**src/rtl/arbitro_mem_datos.sv**
```systemverilog
// arbitro_mem_datos: round-robin arbiter sharing a byte-wide, big-endian data
// RAM between the CPU (port 0) and the DMA (port 1). Each 32-bit word access
// becomes four MSB-first byte beats on the memory port, followed by a
// one-cycle ack.
// Optional feature macro: ALINEA_CHK_EN (misaligned accesses are rejected
// with an err pulse instead of being serviced).
module arbitro_mem_datos #(
  parameter int ADDR_W = 8
) (
  input  logic              clk,
  input  logic              rst,
  input  logic              req0,
  input  logic              req1,
  input  logic              esc0,
  input  logic              esc1,
  input  logic [31:0]       dir0,
  input  logic [31:0]       dir1,
  input  logic [31:0]       datoe0,
  input  logic [31:0]       datoe1,
  output logic              ack0,
  output logic              ack1,
  output logic [31:0]       datos0,
  output logic [31:0]       datos1,
  output logic [ADDR_W-1:0] mem_dir,
  output logic [7:0]        mem_datoe,
  output logic              mem_esc,
  output logic              mem_leer,
  input  logic [7:0]        mem_datos
`ifdef ALINEA_CHK_EN
  ,
  output logic              err
`endif
);

  localparam logic [1:0] IDLE = 2'd0;
  localparam logic [1:0] XFER = 2'd1;
  localparam logic [1:0] DONE = 2'd2;

  logic [1:0]        state;
  logic              ptr;
  logic              gnt;
  logic [1:0]        beat;
  logic              esc_r;
  logic [ADDR_W-1:0] dir_r;
  logic [31:0]       datoe_r;
  logic              gsel;
  logic [ADDR_W-1:0] dsel;
  logic              unused_hi;
`ifdef ALINEA_CHK_EN
  logic              misal;
`endif

  // Address bits above the RAM size are deliberately ignored.
  assign unused_hi = ^{dir0[31:ADDR_W], dir1[31:ADDR_W]};

  // Grant selection: a lone requester wins, contention goes to ptr.
  always_comb begin
    gsel = ptr;
    if (req0 && !req1) gsel = 1'b0;
    else if (req1 && !req0) gsel = 1'b1;
    dsel = gsel ? dir1[ADDR_W-1:0] : dir0[ADDR_W-1:0];
  end

  // Control FSM, request latching and load-byte capture.
  always_ff @(posedge clk or posedge rst) begin
    if (rst) begin
      state   <= IDLE;
      ptr     <= 1'b0;
      gnt     <= 1'b0;
      beat    <= '0;
      esc_r   <= 1'b0;
      dir_r   <= '0;
      datoe_r <= '0;
      datos0  <= '0;
      datos1  <= '0;
`ifdef ALINEA_CHK_EN
      misal   <= 1'b0;
`endif
    end else begin
      case (state)
        IDLE: begin
          if (req0 || req1) begin
            gnt     <= gsel;
            esc_r   <= gsel ? esc1 : esc0;
            dir_r   <= dsel;
            datoe_r <= gsel ? datoe1 : datoe0;
            beat    <= '0;
`ifdef ALINEA_CHK_EN
            if (dsel[1:0] != 2'b00) begin
              misal <= 1'b1;
              state <= DONE;
            end else begin
              misal <= 1'b0;
              state <= XFER;
            end
`else
            state   <= XFER;
`endif
          end
        end
        XFER: begin
          // {~beat,3'b000} == 8*(3-beat): byte 0 lands in bits 31:24.
          if (!esc_r) begin
            if (gnt) datos1[{~beat, 3'b000} +: 8] <= mem_datos;
            else     datos0[{~beat, 3'b000} +: 8] <= mem_datos;
          end
          beat <= beat + 2'd1;
          if (beat == 2'd3) state <= DONE;
        end
        DONE: begin
          ptr   <= ~gnt;
          state <= IDLE;
        end
        default: state <= IDLE;
      endcase
    end
  end

  // Memory port and handshake outputs decoded from the current state.
  always_comb begin
    mem_dir   = '0;
    mem_datoe = '0;
    mem_esc   = 1'b0;
    mem_leer  = 1'b0;
    ack0      = 1'b0;
    ack1      = 1'b0;
    if (state == XFER) begin
      mem_dir  = dir_r + ADDR_W'(beat);
      mem_esc  = esc_r;
      mem_leer = ~esc_r;
      if (esc_r) mem_datoe = datoe_r[{~beat, 3'b000} +: 8];
    end
    if (state == DONE) begin
      ack0 = ~gnt;
      ack1 = gnt;
    end
  end

`ifdef ALINEA_CHK_EN
  // Misalignment error accompanies the ack of a rejected access.
  always_comb begin
    err = (state == DONE) && misal;
  end
`endif

endmodule

```
**config.mk**
```make
export PLATFORM = sky130hd
export DESIGN_NAME = arbitro_mem_datos
export DESIGN_NICKNAME = d
export VERILOG_FILES = /design/src/rtl/arbitro_mem_datos.sv
export SDC_FILE = /design/constraint.sdc
export NUM_CORES = 1
export LEC_CHECK = 0
export CORE_AREA = 2 2 125 127
export CTS_CLUSTER_DIAMETER = 30
export DETAILED_ROUTE_END_ITERATION = 8
export DIE_AREA = 0 0 127 129
export PLACE_DENSITY = 0.74
export SYNTH_ARGS = -nofsm -noshare
export SYNTH_HDL_FRONTEND = slang
export SYNTH_SLANG_ARGS = --single-unit
```
**constraint.sdc**
```tcl
create_clock -name clk -period 4.33 [get_ports clk]
set_clock_uncertainty 0.15 [all_clocks]
set_input_delay 0.433 -clock clk [delete_from_list [all_inputs] [get_ports clk]]
set_output_delay 0.433 -clock clk [all_outputs]
set_load 0.02 [all_outputs]
```
# Word level (Yosys, flattened, before mapping)
# Index checks and enable logic that the tools add are counted.
# W data, S select, Z words.
word_totals:
  out_inout_bits: 84
  elab_cells: 54
  reg_bits: 111
classes:
  n_bitwise: 3
  n_eq_ne: 5
  addsub: 3
  reduce_logical: 12
  mux: 19
  shift: 3
op_table:
  columns: ["op", "count"]
  rows:
  - ["$bwmux W32", 2]
  - ["$mux W32", 1]
  - ["$mux W8", 4]
  - ["$shift A8 B7 Y32 const A", 1]
  - ["$shiftx A32 B6 Y8", 1]
  - ["$shiftx A8 B7 Y32", 1]
  - ["$add A8 B2 Y8", 1]
  - ["$pmux W2 S2", 2]
  - ["$mux W1", 7]
  - ["$neg A5 Y7", 1]
  - ["$mux W2", 3]
  - ["$reduce_and A2 Y1", 3]
  - ["$reduce_and A3 Y1", 2]
  - ["$eq A2 B2 Y1 const B", 2]
  - ["$ne A2 B2 Y1 const B", 2]
  - ["$add A2 B1 Y2 const B", 1]
  - ["$eq A2 B1 Y1 const B", 1]
  - ["$logic_and A1 B1 Y1", 2]
  - ["$logic_not A1 Y1", 2]
  - ["$logic_not A2 Y1", 1]
  - ["$not A1 Y1", 2]
  - ["$not A2 Y2", 1]
  - ["$reduce_bool A2 Y1", 1]
  - ["$logic_or A1 B1 Y1", 1]

# Logic depth before layout (Yosys ltp)
# Gate-level depths: netlist of the first run.
logic_depth:
  word_depth: 5
  mapped_depth: 7

# Worst setup path before layout of the first run
# Ideal clock, no wire load.
synth_path:
  path_kind: "reg-to-output"
  from: "reg beat[1]"
  to: "out mem_dir[7]"
  t_required_ps: 3747
  arrival_ps: 1570
  path_slack_ps: 2177
  stages_incl_launch_ff: 5
  path_buffers: 0
  cell_sequence: "dfrtp_1 > ha_1 > a21oi_1 > or4_1 > a21oi_1"
synth_between:
  elab_chain_cells: 2
synth_rtl:
  columns: ["element", "line", "source"]
  rows:
  - ["start: declaration", "42", "logic [1:0] beat;"]
  - ["start signal: assignment", "107", "beat <= beat + 2'd1;"]
  - ["$add A8 B2 Y8", "128", "mem_dir = dir_r + ADDR_W'(beat);"]
  - ["$mux W8", "127", "if (state == XFER) begin"]
  - ["end: declaration", "24", "output logic [ADDR_W-1:0] mem_dir,"]
# No other way between the ends.

# Worst setup path in the final report of the first run
# Ends and elaborated chain as after synthesis.

==> reports/qor_table.md, run 1 <==
| Quantity | Reported | Unit |
| --- | --- | --- |
| IR Drop Worst-Case VDD | 0.2879 | mV |
| Number of buffers inserted by post-CTS setup repair | 0 | - |
| Cell at the root of the clock tree | clkbuf_16 | - |
| Die span in y | 129 | microns |
| Clock latency on the worst-skew pair | 0.35 | ns |
| Endpoint required time on the critical path | 3.75 | ns |
| Gates resized, CTS repair | 0 | - |
| Highest clock frequency the design can meet | 0.3037 | GHz |
| Place WS | 1.375 | ns |
| Portion of the post-synthesis area used by sequential elements | 45.67 | % |
| LEAKAGE | 3.373 | nW |
| Ant diodes | 0 | - |
| Status | completed | - |
| Gp weighted congestion | 0.8016 | - |
| Number of top-level pins | 226 | - |
| Adder and majority cell fraction of the synthesized area | 1.563 | % |
| Mux share of post-synthesis cell area | 17.28 | % |
| Power Dens Cells | 655.8 | mW/mm^2 |
| Compound-Gate Fraction of Synth Area | 16.75 | % |
| Min Tclk post-route | 3.292 | ns |
| Critical-path maximum fanout | 14 | - |
| Average instance area after synthesis | 11.67 | sq um |
| Layout Area Growth over Synthesis | 33.55 | % |
| Drt via density | 5.807 | - |
| Input/output buffers | 177 | - |
| Pin slew with the least headroom to its limit | 1.295 | ns |
| Fraction of layout instances using a drive strength above 1 | 17.04 | % |
| Syn Inst Count | 521 | - |
| Clk sinks | 111 | - |
| Iteration count of the initial detailed-routing pass | 5 | - |
| Number of antenna-violating nets in the routed design | 0 | - |
| Leading cell type in the layout, fill and taps excluded | clkdlybuf4s50_1 | - |
| Final Routed Wirelength | 16670 | microns |
| Wire per inst | 19.59 | microns |
| Site row count | 45 | - |
| Post-Synth XOR/XNOR Area | 0.2880 | % |
| Number of synthesized register bits | 111 | - |
| Post-synthesis simple-gate area fraction | 12.12 | % |
| RSZ-0062 raised after global routing | no | - |
| Wire length of the first global-routing pass | 26510 | microns |
| Number of DRC markers in iteration 0 | 428 | - |
| Type of the worst setup path | reg -> out | - |
| Via count of the first global-routing pass | 4836 | - |
| Sum of negative setup slack | 0 | ns |
| Net count after synthesis | 670 | - |
| GRT Resource Usage Total | 20.68 | % |
| Hold/Removal Path Class | reg -> reg | - |
| Setup-violating endpoint count in the final report | 0 | - |
| Maximum number of pins on one net before global-route repair | 86 | - |
| Antenna violations before repair | 0 | - |
| Commonest non-fill, non-tap cells in the layout | clkdlybuf4s50_1 (177), dfrtp_1 (111), o2111ai_1 (82) | - |
| Max_slew headroom | 13.59 | % |
| Endpoint type of the worst setup path | output pin | - |
| Clock-pin slew reported for the worst setup and hold paths after clock tree synthesis | 0.07 | ns |
| Sum of overflow across all layers after global routing | 0 | - |
| Maximum clock path buffer count | 2 | - |
| # H-tree levels | 3 | - |
| Element type at the critical path start | register | - |
| Core area | 0.01498 | sq mm |
| Number of buffers inserted during clock tree synthesis | 9 | - |
| Final clock period utilization by the worst path | 76.04 | % |
| Number of slew-limit violations in the final report | 0 | - |
| Remaining routing DRC violations | 0 | - |
| Die Footprint | 0.01638 | sq mm |
| Core occupancy in the finished layout | 54.24 | % |
| Final setup margin | 1.038 | ns |
| Starting density of the core | 40.61 | % |
| HPWL reported at the end of detailed placement | 11890 | microns |
| Distinct cell type count of the synthesized netlist | 42 | - |
| Final hold violations | 0 | - |
| Number of warnings issued by yosys | 0 | - |
| Die extent in x | 127 | microns |
| Main combinational cell family by area after synthesis | multiplexers | - |
| Number of buffers inserted by hold repair at cts | 0 | - |
| Post-layout nets | 807 | - |
| Clock tree from TritonCTS | yes | - |
| Number of max-cap violations | 0 | - |
| Vias | 4942 | - |
| Data arrival time of the worst path | 2.71 | ns |
| Area of the mapped netlist | 0.006082 | sq mm |
sequential cells by signal, summed over array words and instances, names as in the netlist:
signal / count
ptr: 1
datos0: 32
beat: 2
datos1: 32
gnt: 1
esc_r: 1
dir_r: 8
state: 2
datoe_r: 32
per-stage QoR:
| stage | total power, mW | hold WS (ns) | cell area (sq um) | instances |
|---|---|---|---|---|
| 3_5_place_dp | 4.498 | 0.3325 | 7814 | 835 |
| 4_1_cts | 5.356 | 0.3472 | 8123 | 851 |
| 6_report | 5.327 | 0.3510 | 8123 | 851 |
| 2_1_floorplan | 3.507 | 0.3055 | 6082 | 521 |
| 3_3_place_gp | 4.403 | 0.3303 | 7814 | 835 |
| 5_1_grt | 5.649 | 0.3677 | 8123 | 851 |
Yosys cell counts (all sizes together):
| library cell | instances | area, sq um |
|---|---|---|
| ha | 6 | 75.07 |
| or3 | 3 | 18.77 |
| xnor2 | 1 | 8.760 |
| o21ai | 49 | 245.2 |
| nor2b | 2 | 15.02 |
| or4 | 1 | 7.510 |
| o31ai | 1 | 7.510 |
| nand2 | 2 | 7.510 |
| a211oi | 1 | 7.510 |
| or2b | 2 | 16.27 |
| inv | 8 | 30.03 |
| fa | 1 | 20.02 |
| dfrtp | 111 | 2778 |
| mux4 | 8 | 180.2 |
| or2 | 1 | 6.260 |
| nor3b | 1 | 7.510 |
| a21oi | 5 | 25.02 |
| mux2 | 64 | 870.8 |
| and3b | 2 | 17.52 |
| nor2 | 8 | 30.03 |
| nor3 | 2 | 15.01 |
| clkbuf | 37 | 138.9 |
| a21o | 2 | 15.01 |
| clkinv | 2 | 7.510 |
| xor2 | 1 | 8.760 |
| and2 | 36 | 225.2 |
| nand3 | 44 | 232.7 |
| o2111ai | 82 | 718.2 |
| buf | 22 | 209.0 |
| and3 | 15 | 125.1 |
| nand4 | 1 | 12.51 |
area by class of cell:
cell class | instances | area (sq um)
clock buffer | 12 | 256.5
fill | 1276 | 6854
inverter | 10 | 40.04
timing repair buffer | 185 | 1832
sequential | 111 | 2778
multi-input combinational | 341 | 2929
clock inverter | 4 | 52.55
tap | 188 | 235.2
cells by family (layout without fill, tap and decap cells):
logic type / Yosys count / after routing
mux: 72 / 72
buf+inv: 69 / 211
flops: 111 / 111
simple gates: 120 / 120
compound gates: 140 / 140
fa+ha+maj: 7 / 7
xor+xnor: 2 / 2
report_power, final:
| group | internal (mW) | switching [mW] | total (mW) |
|---|---|---|---|
| logic | 1.27 | 1.44 | 2.71 |
| registers | 1.44 | 0.318 | 1.76 |
| clock network | 0.483 | 0.372 | 0.855 |
critical path: stages (launching register included):
cell             delay, ns
dfrtp_1               0.62
ha_1                  0.41
a21oi_1               0.12
or4_1                 0.41
a21oi_1               0.17
clkdlybuf4s50_1       0.62
routing by layer:
metal	up-vias	global-route usage, %	share of wire, %
met3	24	4.324	7.7
met2	235	34.50	49
met1	2408	27.10	42
li1	2275	-	-
met4	0	6.917	2.0
met5	-	0	0
path summary, 6_finish.rpt:
check | from | to | slack (ns) | depth (start not counted)
hold / removal | datoe_r[13] | datoe_r[13] | 0.35 | 2
setup / recovery | beat[1] | mem_dir[7] | 1.04 | 5
setup reg to reg | beat[1] | datos0[14] | 1.74 | 5
max in group asynchronous | rst | datos0[19] | 2.53 | 3
min in group asynchronous | rst | datos0[1] | 0.53 | 2
hold reg to reg | datoe_r[13] | datoe_r[13] | 0.35 | 2
(Power assumes the default switching activity.)
==> run 2: changes to the inputs <==
--- a/config.mk
+++ b/config.mk
@@ -9,7 +9,7 @@
 export CTS_CLUSTER_DIAMETER = 30
 export DETAILED_ROUTE_END_ITERATION = 8
 export DIE_AREA = 0 0 127 129
-export PLACE_DENSITY = 0.74
+export PLACE_DENSITY = 0.77
 export SYNTH_ARGS = -nofsm -noshare
 export SYNTH_HDL_FRONTEND = slang
 export SYNTH_SLANG_ARGS = --single-unit
==> constraint.sdc (replaced) <==
create_clock -name clk -period 2.76 [get_ports clk]
set_clock_uncertainty 0.15 [all_clocks]
set_input_delay 0.276 -clock clk [delete_from_list [all_inputs] [get_ports clk]]
set_output_delay 0.276 -clock clk [all_outputs]
set_load 0.02 [all_outputs]
==> run 2 against run 1 <==
Compared with the run above:
- non-clock buffer count grew 5
- largest power group unchanged
- sequential share of layout area down 0.22 points
- clock-buffer cell count fell by 2
- flip-flop and latch count unchanged
- critical path depth fell by 1
- utilization increased by 0.35 points
- combinational power is 60% higher
- critical endpoint is now mem_datoe[7]
- power grew 58%
- cell count is 0.47% higher
- register-to-register slack worse by 1.4 ns
- global-route usage rose by 0.57 points
==> reports/qor_table.md, run 2 (same netlist as run 1, synthesis figures left out) <==
| Quantity | Reported | Unit | vs previous |
| --- | --- | --- | --- |
| Status | completed | - | unchanged |
| Final Routed Wirelength | 17230 | microns | was 16670 microns |
| Wire per inst | 20.15 | microns | was 19.59 microns |
| Wire length of the first global-routing pass | 27410 | microns | was 26510 microns |
| Layout Cells excl Fill | 855 | - | was 851 |
| Gp weighted congestion | 0.8369 | - | was 0.8016 |
| Highest clock frequency the design can meet | 0.3760 | GHz |  |
| Number of top-level pins | 226 | - | unchanged |
| Leading registers by flop count | datoe_r x32, datos0 x32, datos1 x32 | - | unchanged |
| Endpoint required time on the critical path | 2.33 | ns | was 3.75 ns |
| GRT Resource Usage Total | 21.25 | % | was 20.68% |
| Number of buffers inserted by post-CTS setup repair | 0 | - | unchanged |
| Final setup margin | 0.1006 | ns | was 1.038 ns |
| Startpoint of the most critical register-to-register path | beat[1] | - | unchanged |
| Post-Place Cells | 840 | - | was 835 |
| Final instance area | 0.008175 | sq mm | was 0.008123 sq mm |
| Endpoint type of the worst setup path | output pin | - | unchanged |
| Number of max-cap violations | 0 | - | unchanged |
| Starting density of the core | 40.61 | % | unchanged |
| Post-place instance area | 0.007878 | sq mm | was 0.007814 sq mm |
| Final clock period utilization by the worst path | 96.35 | % |  |
| RSZ-0062 raised after global routing | no | - | unchanged |
| Max_slew headroom | 12.84 | % | was 13.59% |
| Maximum number of pins on one net before global-route repair | 84 | - | was 86 |
| Core area | 0.01498 | sq mm | unchanged |
| # H-tree levels | 3 | - | unchanged |
| HPWL reported at the end of detailed placement | 12230 | microns | was 11890 microns |
| Commonest non-fill, non-tap cells in the layout | clkdlybuf4s50_1 (172), dfrtp_1 (111), o2111ai_1 (82) | - | was clkdlybuf4s50_1 (177), dfrtp_1 (111), o2111ai_1 (82) |
| Fraction of layout instances using a drive strength above 1 | 17.69 | % | was 17.04% |
| Leading cell type in the layout, fill and taps excluded | clkdlybuf4s50_1 | - | unchanged |
| Cell-by-cell listing of the critical path | buf_6 > mux4_2 > and3_2 > clkdlybuf4s50_1 | - | was ha_1 > a21oi_1 > or4_1 > a21oi_1 > clkdlybuf4s50_1 |
| Die extent in x | 127 | microns | unchanged |
| Sum of negative setup slack | 0 | ns | unchanged |
| Last element of the critical path | mem_datoe[7] | - | was mem_dir[7] |
| Drt via density | 5.940 | - | was 5.807 |
| Place WS | 0.2535 | ns | was 1.375 ns |
| Launch point of the worst path | beat[0] | - | was beat[1] |
| Critical-path maximum fanout | 17 | - | was 14 |
| Ant diodes | 0 | - | unchanged |
| Setup-violating endpoint count in the final report | 0 | - | unchanged |
| Type of the worst setup path | reg -> out | - | unchanged |
| Element type at the critical path start | register | - | unchanged |
| Data arrival time of the worst path | 2.23 | ns | was 2.71 ns |
| Clock-pin slew reported for the worst setup and hold paths after clock tree synthesis | 0.07 | ns | about the same |
| Crit-path leading delay family | buffers and inverters | - | was flip-flops |
| LEAKAGE | 3.427 | nW | was 3.373 nW |
| Vias | 5079 | - | was 4942 |
| Layout Area Growth over Synthesis | 34.42 | % | was 33.55% |
| Power Dens Cells | 1027 | mW/mm^2 | was 655.8 mW/mm^2 |
| Clock latency on the worst-skew pair | 0.34 | ns | was 0.35 ns |
| Standard cell with the maximum stage delay on the critical path | clkdlybuf4s50_1 | - | was dfrtp_1 |
| Register-to-register setup slack | 0.31 | ns | was 1.74 ns |
| Depth of the most critical reg-to-reg path | 6 | - | was 5 |
| Antenna violations before repair | 0 | - | unchanged |
| Buffering stage count on the worst path with inverters included | 2 | - | was 1 |
| Number of buffers inserted during clock tree synthesis | 9 | - | unchanged |
| Pwr Total | 8.398 | mW | was 5.327 mW |
| Die span in y | 129 | microns | unchanged |
| Iteration count of the initial detailed-routing pass | 5 | - | unchanged |
| Clock tree from TritonCTS | yes | - | unchanged |
| Site row count | 45 | - | unchanged |
| Final hold violations | 0 | - | unchanged |
| Maximum clock path buffer count | 2 | - | unchanged |
| IR Drop Worst-Case VDD | 0.5159 | mV | was 0.2879 mV |
| Sum of overflow across all layers after global routing | 0 | - | unchanged |
| Number of slew-limit violations in the final report | 0 | - | unchanged |
| Remaining routing DRC violations | 0 | - | unchanged |
| Critical path depth in cells | 4 | - | was 5 |
| Number of DRC markers in iteration 0 | 432 | - | was 428 |
| Endpoint of the most critical register-to-register path | datos0[9] | - | was datos0[14] |
| Via count of the first global-routing pass | 5089 | - | was 4836 |
| Clk sinks | 111 | - | unchanged |
| Min Tclk post-route | 2.659 | ns |  |
| Number of buffers inserted by hold repair at cts | 0 | - | unchanged |
| Hold/Removal Path Class | in -> async | - | was reg -> reg |
| Number of antenna-violating nets in the routed design | 0 | - | unchanged |
| Cell at the root of the clock tree | clkbuf_16 | - | unchanged |
| Input/output buffers | 177 | - | unchanged |
| Pin slew with the least headroom to its limit | 1.307 | ns | was 1.295 ns |
| Delay of the slowest cell on the worst path | 0.54 | ns | was 0.62 ns |
| Post-layout nets | 812 | - | was 807 |
| Die Footprint | 0.01638 | sq mm | unchanged |
-- run 2: timing repair --
item	4_1_cts	5_1_grt
gates cloned	0	0
setup endpoints to repair	3	8
pin swaps	0	0
resized for setup	3	4
-- run 2: layout make-up --
type	count	area [sq um]
Clock buffer	10	229.0
Fill cell	1277	6802
Tap cell	188	235.2
Timing Repair Buffer	190	1899
Multi-Input combinational cell	341	2933
Sequential cell	111	2778
Clock inverter	5	60.06
Inverter	10	41.29
-- run 2: per-layer routing --
metal | track usage (%) | wire (microns) | up-vias
met5 | 0 | 0 | -
met1 | 28.87 | 7446 | 2508
li1 | - | - | 2284
met4 | 7.563 | 391 | 0
met2 | 34.47 | 8119 | 258
met3 | 3.784 | 1275 | 29
-- run 2: where the power goes --
part,internal (mW),switching [mW],total (mW)
Sequential,2.27,0.506,2.77
Combinational,2.04,2.29,4.33
Clock,0.702,0.590,1.29
-- run 2: worst min-delay path by stage --
stage / start / endpoint / slack, ns / depth (start not counted)
6_report: rst / dir_r[1] / 0.26 / 2
5_1_grt: rst / dir_r[7] / 0.33 / 2
3_5_place_dp: datoe_r[13] / datoe_r[13] / 0.34 / 2
4_1_cts: rst / datoe_r[6] / 0.32 / 2
2_1_floorplan: datoe_r[13] / datoe_r[13] / 0.31 / 2
3_3_place_gp: datoe_r[29] / datoe_r[29] / 0.32 / 2
-- run 2: through the flow --
| stage | hold slack, ns | util [%] |
|---|---|---|
| floorplan | 0.3055 | - |
| global placement | 0.3234 | 52.60 |
| detailed placement | 0.3352 | 52.60 |
| CTS | 0.3179 | 54.50 |
| global route | 0.3270 | 54.59 |
| finish | 0.2605 | 54.59 |
